===== src/rtl/tff_toggle_decoder.sv =====
// Recovers the toggle stream from a tff's q/qn pair: t_out 1 clk after a q edge (3 clk with INPUT_SYNC_EN),
// plus a wrapping toggle count, burst flag on runs of BURST_LEN toggles, and sticky q/qn complement error.
module tff_toggle_decoder #(
  parameter int CNT_W     = 8,
  parameter int BURST_LEN = 3
) (
  input  logic             clk,
  input  logic             rst,
  input  logic             clr,
  input  logic             q_in,
  input  logic             qn_in,
  output logic             t_out,
  output logic [CNT_W-1:0] toggle_cnt,
  output logic             burst,
  output logic             err
);

  typedef enum logic [1:0] {IDLE, RUN, BURST} state_t;

  localparam int RUN_W = $clog2(BURST_LEN + 1);
  localparam logic [RUN_W-1:0] RUN_MAX = RUN_W'(BURST_LEN);

  logic             q_s;
  logic             qn_s;
  logic             err_en;
  logic             q_prev;
  logic             tog;
  logic [RUN_W-1:0] run;
  logic [RUN_W-1:0] run_next;
  state_t           state;

`ifdef INPUT_SYNC_EN
  logic [1:0] q_sync;
  logic [1:0] qn_sync;
  logic [1:0] mask_cnt;

  // Both sync flops come out of reset as 0/0, which would look like a
  // complement fault, so err is held off until real samples arrive.
  always_ff @(posedge clk or posedge rst) begin
    if (rst) begin
      q_sync   <= 2'b00;
      qn_sync  <= 2'b00;
      mask_cnt <= 2'd2;
    end else begin
      q_sync  <= {q_sync[0], q_in};
      qn_sync <= {qn_sync[0], qn_in};
      if (mask_cnt != 2'd0) mask_cnt <= mask_cnt - 2'd1;
    end
  end

  assign q_s    = q_sync[1];
  assign qn_s   = qn_sync[1];
  assign err_en = (mask_cnt == 2'd0);
`else
  assign q_s    = q_in;
  assign qn_s   = qn_in;
  assign err_en = 1'b1;
`endif

  assign tog = q_s ^ q_prev;

  always_comb begin
    run_next = '0;
    if (!clr && tog) run_next = (run == RUN_MAX) ? run : run + RUN_W'(1);
  end

  always_ff @(posedge clk or posedge rst) begin
    if (rst) begin
      state      <= IDLE;
      q_prev     <= 1'b0;
      run        <= '0;
      t_out      <= 1'b0;
      toggle_cnt <= '0;
      burst      <= 1'b0;
      err        <= 1'b0;
    end else begin
      // q_prev tracks every sample, even under clr, so t_out stays truthful.
      q_prev <= q_s;
      t_out  <= tog;
      run    <= run_next;
      burst  <= (run_next == RUN_MAX);

      if (clr)      toggle_cnt <= '0;
      else if (tog) toggle_cnt <= toggle_cnt + CNT_W'(1);

      if (clr)                        err <= 1'b0;
      else if (err_en && q_s == qn_s) err <= 1'b1;

      case (state)
        IDLE:    if (!clr && tog) state <= RUN;
        RUN:     if (clr || !tog) state <= IDLE;
                 else if (run_next == RUN_MAX) state <= BURST;
        BURST:   if (clr || !tog) state <= IDLE;
        default: state <= IDLE;
      endcase
    end
  end

endmodule


===== config.mk =====
export PLATFORM = sky130hd
export DESIGN_NAME = tff_toggle_decoder
export DESIGN_NICKNAME = d
export VERILOG_FILES = /design/src/rtl/tff_toggle_decoder.sv
export SDC_FILE = /design/constraint.sdc
export NUM_CORES = 1
export LEC_CHECK = 0
export CAP_MARGIN = 20
export CORE_AREA = 2 2 39 41
export CTS_CLUSTER_DIAMETER = 80
export DETAILED_ROUTE_END_ITERATION = 8
export DIE_AREA = 0 0 41 43
export PLACE_DENSITY = 0.76
export SETUP_SLACK_MARGIN = 0.3
export SYNTH_ARGS = -nofsm -noshare
export SYNTH_HDL_FRONTEND = slang
export SYNTH_SLANG_ARGS = --single-unit

===== constraint.sdc =====
create_clock -name clk -period 4 [get_ports clk]
set_clock_uncertainty 0.05 [all_clocks]
set_input_delay 0.4 -clock clk [delete_from_list [all_inputs] [get_ports clk]]
set_output_delay 0.4 -clock clk [all_outputs]
set_load 0.005 [all_outputs]

==> metrics.yaml, run 1 <==
cts_htree_levels: 1
crit_buf_inv: 1
drt_first_pass_iters: 2
clockBufferDepth: 2
cts_setup_buffers: 0
synthToLayoutAreaGrowth_pct: 30.2
crit_slowest_cell: "or4_1"
crit_required_ns: 4.15
critPathLaunchType: "primary input"
hold_viol: 0
rrSetupSlack_ns: 2.48
synth_top_area_share: 0.575
drv_cap: 0
ff2ff_path_depth: 3
switching_power_mw: 0.0635
synth_seq_cells: 14
synth_area_leaders: "dfrtp_1 (57%), a21oi_1 (5.7%), o31ai_1 (3.7%)"
fin_tns_setup_ns: 0
cts_buffers: 3
worstSetupPathDepth: 4
synth_top_family_by_area: "simple AND/OR/NAND/NOR gates"
synth_fp_nets: 64
detailedPlace.worstSlack_ns: 1.96
clk_pin_slew_ns: 0.08
cts.repair.resized: 0
fin_nets: 82
ant_nets: 0
synth_compound_area_frac: 0.119
synth.avg_cell_area_um2: 10.5
synth_edf_count: 0
routed_wl_um: 1040
synth-simple-area-share: 0.189
yosysTopAreaCell: "dfrtp_1"
wire_per_inst_um: 11.5
cp-endpoint: "toggle_cnt[7]$_DFFE_PP0P_"
cts_tree: "done"
setup_viol: 0
clock.fmax_ghz: 0.573
power.total_mw: 0.264
netlist_area_um2: 609
cp-end-kind: "flip-flop"
yosysSeqAreaShare: 0.575
grt_pass1_vias: 392
p_clk_frac: 0.294
startpoint: "q_in"
p_int_mw: 0.200
grt_pass1_wl_um: 1700
yosysWarnings: 0
vias: 474
holdWs_ns: 0.398
relSlewSlack: 0.531
grt_usage: 0.147
die_x_um: 41
die_y_um: 43
crit_family: "simple AND/OR/NAND/NOR gates"
dpl.hpwl_um: 765
status: "completed"
io_buffers: 15
power_frac_comb: 0.128
r2r_end: "toggle_cnt[7]$_DFFE_PP0P_"
ys_types: 21
pin_count: 16
layout-drive-gt1-share: 0.0676
hold_class: "in2async"
cts.sinks: 14
slew_viol_final: 0
dr.first_iter.drc_count: 1
min_period_ns: 1.74
synth.area.mux_share: 0.0164
syn_inst: 58
fill_cells: 132
synth_commonest_cells: "dfrtp_1 (14), a21oi_1 (7), inv_1 (4), nor2_1 (4)"
period_share: 0.436
dieArea_mm2: 0.00176
seqPwrFrac: 0.578
power.density_mw_per_mm2: 332
synth_xor_area_frac: 0.0411
cts_hold_buf: 0
cts-root-buf: "clkbuf_4"
worst_pin_slew_ns: 0.699
gp_congestion: 0.710
yosysMostFrequentCell: "dfrtp_1"
setup_slack_ns: 2.26
slowest_delay_ns: 0.55
critPathKind: "in2reg"
power.leakage_nw: 0.325
utilization: 0.573
start_util: 0.440
cp_max_fo: 19
grt_max_degree: 20
synth_fa_ha_area_frac: 0.0205
core_area_mm2: 0.00138
grt.overflow.total: 0
rows: 14
vias_per_cell: 5.27
synth_flop_cell: "dfrtp_1"
drcViolationCount: 0
worstReg2RegStart: "q_prev$_DFF_PP0_"
path_cells: "clkdlybuf4s50_1 > xnor2_2 > or4_1 > a21oi_1"
power.share.switching: 0.241
antenna_found_initial: 0
rsz0062_at_grt: "no"
ys_async_sr_fraction: 1.00
n_antenna_cell: 0
clock_latency_ns: 0.27
worstPathArrival_ns: 1.89
worst_ir_drop_vdd_mv: 0.220
-- cells by family (layout without fill, tap and decap cells) --
logic type      count (synthesis)  in the layout
compound gates                 13             13
xor+xnor                        2              2
fa+ha+maj                       1              1
buf+inv                         6             22
flops                          14             14
mux                             1              1
simple gates                   21             21
-- stage by stage --
stage          std cells  instance area (µm²)
4_1_cts               90                  793
3_3_place_gp          87                  771
2_1_floorplan         58                  609
6_report              90                  793
5_1_grt               90                  793
3_5_place_dp          87                  771
-- layer usage --
layer  global-route usage  vias to the layer above  wire [µm]
met1                0.197                      217        508
met5                    0                        -          0
met2                0.194                       14        456
met3               0.0471                        4         43
met4                0.100                        0         27
li1                     -                      239          -
-- registers in the layout, indices dropped and copies added, names as in the netlist --
| signal | cells |
|---|---|
| burst | 1 |
| err | 1 |
| q_prev | 1 |
| run | 2 |
| t_out | 1 |
| toggle_cnt | 8 |
-- worst min path at each step --
stage                         start                        end  slack (ns)  depth (start not counted)
CTS                             rst  toggle_cnt[4]$_DFFE_PP0P_        0.41                          2
detailed placement  err$_DFFE_PP0P_            err$_DFFE_PP0P_        0.44                          2
global placement    err$_DFFE_PP0P_            err$_DFFE_PP0P_        0.43                          2
global route                    rst  toggle_cnt[4]$_DFFE_PP0P_        0.47                          2
finish                          rst  toggle_cnt[4]$_DFFE_PP0P_        0.40                          2
floorplan                       rst            burst$_DFF_PP0_        0.24                          1
-- worst register-to-register path, stage by stage, from the launching register on --
cell     delay, ns
dfrtp_1       0.40
xnor2_2       0.29
or4_1         0.56
a21oi_1       0.14
-- placed cells by master (no fill, tap or decap) --
cell             instances
ha_1                     1
or4_1                    3
nand3_1                  3
xnor2_1                  1
nor2b_1                  1
nor2_1                   4
inv_1                    4
a21oi_1                  7
nand4_1                  1
or2_2                    1
o31ai_1                  3
nor3b_1                  1
nor3_1                   2
xnor2_2                  1
nand2_1                  2
o21ai_0                  3
clkbuf_4                 3
mux2i_1                  1
or3_1                    3
dfrtp_1                 14
clkdlybuf4s50_1         15
-- final cells by class --
type / instances / area (µm²) / area share
flip-flops and latches: 14 / 350 / 0.442
multi-input cells: 38 / 235 / 0.297
repair buffers: 15 / 150 / 0.189
clock buffers: 3 / 22.5 / 0.0284
well taps: 16 / 20.0 / 0.0252
inverters: 4 / 15.0 / 0.0189
-- power by group through the flow --
stage,registers (mW),clock network [mW],logic [mW]
after floorplan,0.155,0,0.0179
after global placement,0.155,0,0.0335
after detailed placement,0.155,0,0.0343
after CTS,0.153,0.0791,0.0344
after global routing,0.154,0.0896,0.0377
final,0.152,0.0774,0.0338
No activity file was read; power rests on OpenSTA's default activity.
==> run 2, diff against run 1 <==
--- a/config.mk
+++ b/config.mk
@@ -6,11 +6,11 @@
 export NUM_CORES = 1
 export LEC_CHECK = 0
 export CAP_MARGIN = 20
-export CORE_AREA = 2 2 39 41
+export CORE_AREA = 2 2 40 42
 export CTS_CLUSTER_DIAMETER = 80
 export DETAILED_ROUTE_END_ITERATION = 8
-export DIE_AREA = 0 0 41 43
-export PLACE_DENSITY = 0.76
+export DIE_AREA = 0 0 42 44
+export PLACE_DENSITY = 0.72
 export SETUP_SLACK_MARGIN = 0.3
 export SYNTH_ARGS = -nofsm -noshare
 export SYNTH_HDL_FRONTEND = slang
==> constraint.sdc (replaced) <==
create_clock -name clk -period 1.81 [get_ports clk]
set_clock_uncertainty 0.05 [all_clocks]
set_input_delay 0.181 -clock clk [delete_from_list [all_inputs] [get_ports clk]]
set_output_delay 0.181 -clock clk [all_outputs]
set_load 0.005 [all_outputs]
==> run 2 against run 1 <==
Cell area rose by 5.8%. First-iteration DRC count rose to 6.0 times the previous value. Die area rose by 4.8%. Final cell count rose by 2.2%. Via count rose by 3.8%. Non-clock buffer count rose by 1. Wire length rose by 18%. Worst setup slack got worse by 1.9 ns. Combinational power rose by 140%. Hold slack got worse by 0.27 ns. Sequential cell count did not move. Largest cell class unchanged. Largest power group unchanged. Highest routed layer unchanged.
==> metrics.yaml, run 2 (synthesized netlist as in run 1, its figures left out) <==
cts_htree_levels: 1  # unchanged
reg.largest.list: "toggle_cnt: 8 flops, run: 2 flops"
seqPwrFrac: 0.525  # -0.053
holdPathStages: 1
regArea_um2: 354  # +1.1%
mostFrequentLayoutCells: "clkdlybuf4s50_1 (14), dfrtp_1 (11), a21oi_1 (7)"
fill_cells: 116  # -12%
regMostFlops: "toggle_cnt"
layout-drive-gt1-share: 0.158  # +0.0903
dr.first_iter.drc_count: 6  # +5
switching_power_mw: 0.154  # +140%
gp_congestion: 0.661  # -7.0%
rrSetupSlack_ns: 0.32  # -2.16 ns
power.density_mw_per_mm2: 771  # +130%
hold_viol: 0  # unchanged
multi_input_area_um2: 254  # +8.0%
pin_count: 16  # unchanged
min_period_ns: 1.49
r2r_end: "toggle_cnt[6]$_DFFE_PP0P_"
rows: 14  # unchanged
io_buffers: 15  # unchanged
power_frac_comb: 0.128  # about the same
antenna_found_initial: 0  # unchanged
path_cells: "ha_2 > nand3_2 > or4_1 > a21oi_1"
drcViolationCount: 0  # unchanged
ant_nets: 0  # unchanged
p_int_mw: 0.494  # +150%
worstReg2RegStart: "toggle_cnt[1]$_DFFE_PP0P_"
drt_first_pass_iters: 4  # +2
synthToLayoutAreaGrowth_pct: 37.8
dpl.hpwl_um: 843  # +10%
critPathLaunchType: "flip-flop"
clk_pin_slew_ns: 0.09  # about the same
crit_slowest_cell: "or4_1"
die_x_um: 42  # +2.4%
setup_slack_ns: 0.323  # -1.93 ns
grt_pass1_wl_um: 2190  # +29%
crit_buf_inv: 0  # -1
hold_class: "in2reg"
routed_wl_um: 1220  # +18%
detailedPlace.worstSlack_ns: 0.0676  # -1.89 ns
slowest_delay_ns: 0.47  # -0.08 ns
status: "completed"
power.share.switching: 0.238  # -0.00302
largest_reg_flops: 8  # unchanged
relSlewSlack: 0.641  # +0.110
cp_max_fo: 5  # -14
cts.sinks: 14  # unchanged
start_util: 0.429  # -0.0109
power.leakage_nw: 0.341  # +4.7%
rsz0062_at_grt: "yes"
vias_per_cell: 5.35  # +1.5%
grt_usage: 0.163  # +0.0162
clock_latency_ns: 0.28  # about the same
fin_tns_setup_ns: 0  # unchanged
worst_pin_slew_ns: 0.537  # -0.162 ns
cts_setup_buffers: 0  # unchanged
clock.fmax_ghz: 0.673
min_from: "q_in"
vias: 492  # +3.8%
worst_ir_drop_vdd_mv: 0.487  # +120%
grt.overflow.total: 0  # unchanged
wire_per_inst_um: 13.3  # +16%
dieArea_mm2: 0.00185  # +4.8%
period_share: 0.822
die_y_um: 44  # +2.3%
core_area_mm2: 0.00142  # +2.5%
drv_cap: 0  # unchanged
crit_required_ns: 1.96  # -2.19 ns
final_common_cell: "clkdlybuf4s50_1"
cts_buffers: 3  # unchanged
grt_pass1_vias: 483  # +23%
crit_family: "simple AND/OR/NAND/NOR gates"
ff2ff_path_depth: 4  # +1
holdWs_ns: 0.125  # -0.272 ns
hold_end: "q_prev$_DFF_PP0_"
clockBufferDepth: 2  # unchanged
worstPathArrival_ns: 1.64  # -0.25 ns
cts-root-buf: "clkbuf_4"
n_antenna_cell: 0  # unchanged
cts_tree: "done"
setup_viol: 0  # unchanged
fin_nets: 83  # +1.2%
grt_max_degree: 15  # -25%
p_clk_frac: 0.348  # +0.054
cp-end-kind: "flip-flop"
critPathKind: "reg2reg"
slew_viol_final: 0  # unchanged
## run 2: worst max-delay path by stage
stage | start | end | slack (ns) | cells after the start
4_1_cts | toggle_cnt[1]$_DFFE_PP0P_ | toggle_cnt[6]$_DFFE_PP0P_ | 0.31 | 4
3_5_place_dp | q_in | toggle_cnt[7]$_DFFE_PP0P_ | 0.07 | 4
2_1_floorplan | toggle_cnt[0]$_DFFE_PP0P_ | toggle_cnt[6]$_DFFE_PP0P_ | 0.40 | 4
5_1_grt | toggle_cnt[1]$_DFFE_PP0P_ | toggle_cnt[6]$_DFFE_PP0P_ | 0.26 | 4
3_3_place_gp | q_in | toggle_cnt[7]$_DFFE_PP0P_ | 0.12 | 4
6_report | toggle_cnt[1]$_DFFE_PP0P_ | toggle_cnt[6]$_DFFE_PP0P_ | 0.32 | 4
## run 2: final cells by class
| class | count | share of cell area |
|---|---|---|
| Clock buffer | 4 | 0.0432 |
| Sequential cell | 14 | 0.422 |
| Timing Repair Buffer | 16 | 0.191 |
| Tap cell | 16 | 0.0238 |
| Multi-Input combinational cell | 38 | 0.303 |
| Inverter | 4 | 0.0179 |
## run 2: metal layers
metal | part of all wire | vias up | global-route usage
met5 | 0 | - | 0
met4 | 0.031 | 0 | 0.135
met3 | 0.033 | 4 | 0.0250
met2 | 0.48 | 10 | 0.253
met1 | 0.46 | 238 | 0.201
li1 | - | 240 | -
## run 2: through the flow
step           instances  power (mW)   util  cell area, µm²
2_1_floorplan         58       0.383      -             609
3_3_place_gp          88       0.422  0.549             778
4_1_cts               92       0.653  0.575             816
3_5_place_dp          88       0.425  0.549             778
5_1_grt               92       0.675  0.592             840
6_report              92       0.648  0.592             840
## run 2: repair_timing
item / 4_1_cts / 5_1_grt
hold buffers: 0 / 0
pin swaps: 0 / 1
gates resized for setup: 1 / 6
setup endpoints to repair: 1 / 6
## run 2: power groups by stage
stage	registers, mW	clock network, mW	logic, mW
2_1_floorplan	0.343	0	0.0395
3_3_place_gp	0.343	0	0.0788
3_5_place_dp	0.344	0	0.0802
4_1_cts	0.339	0.233	0.0805
5_1_grt	0.342	0.241	0.0929
6_report	0.340	0.225	0.0828
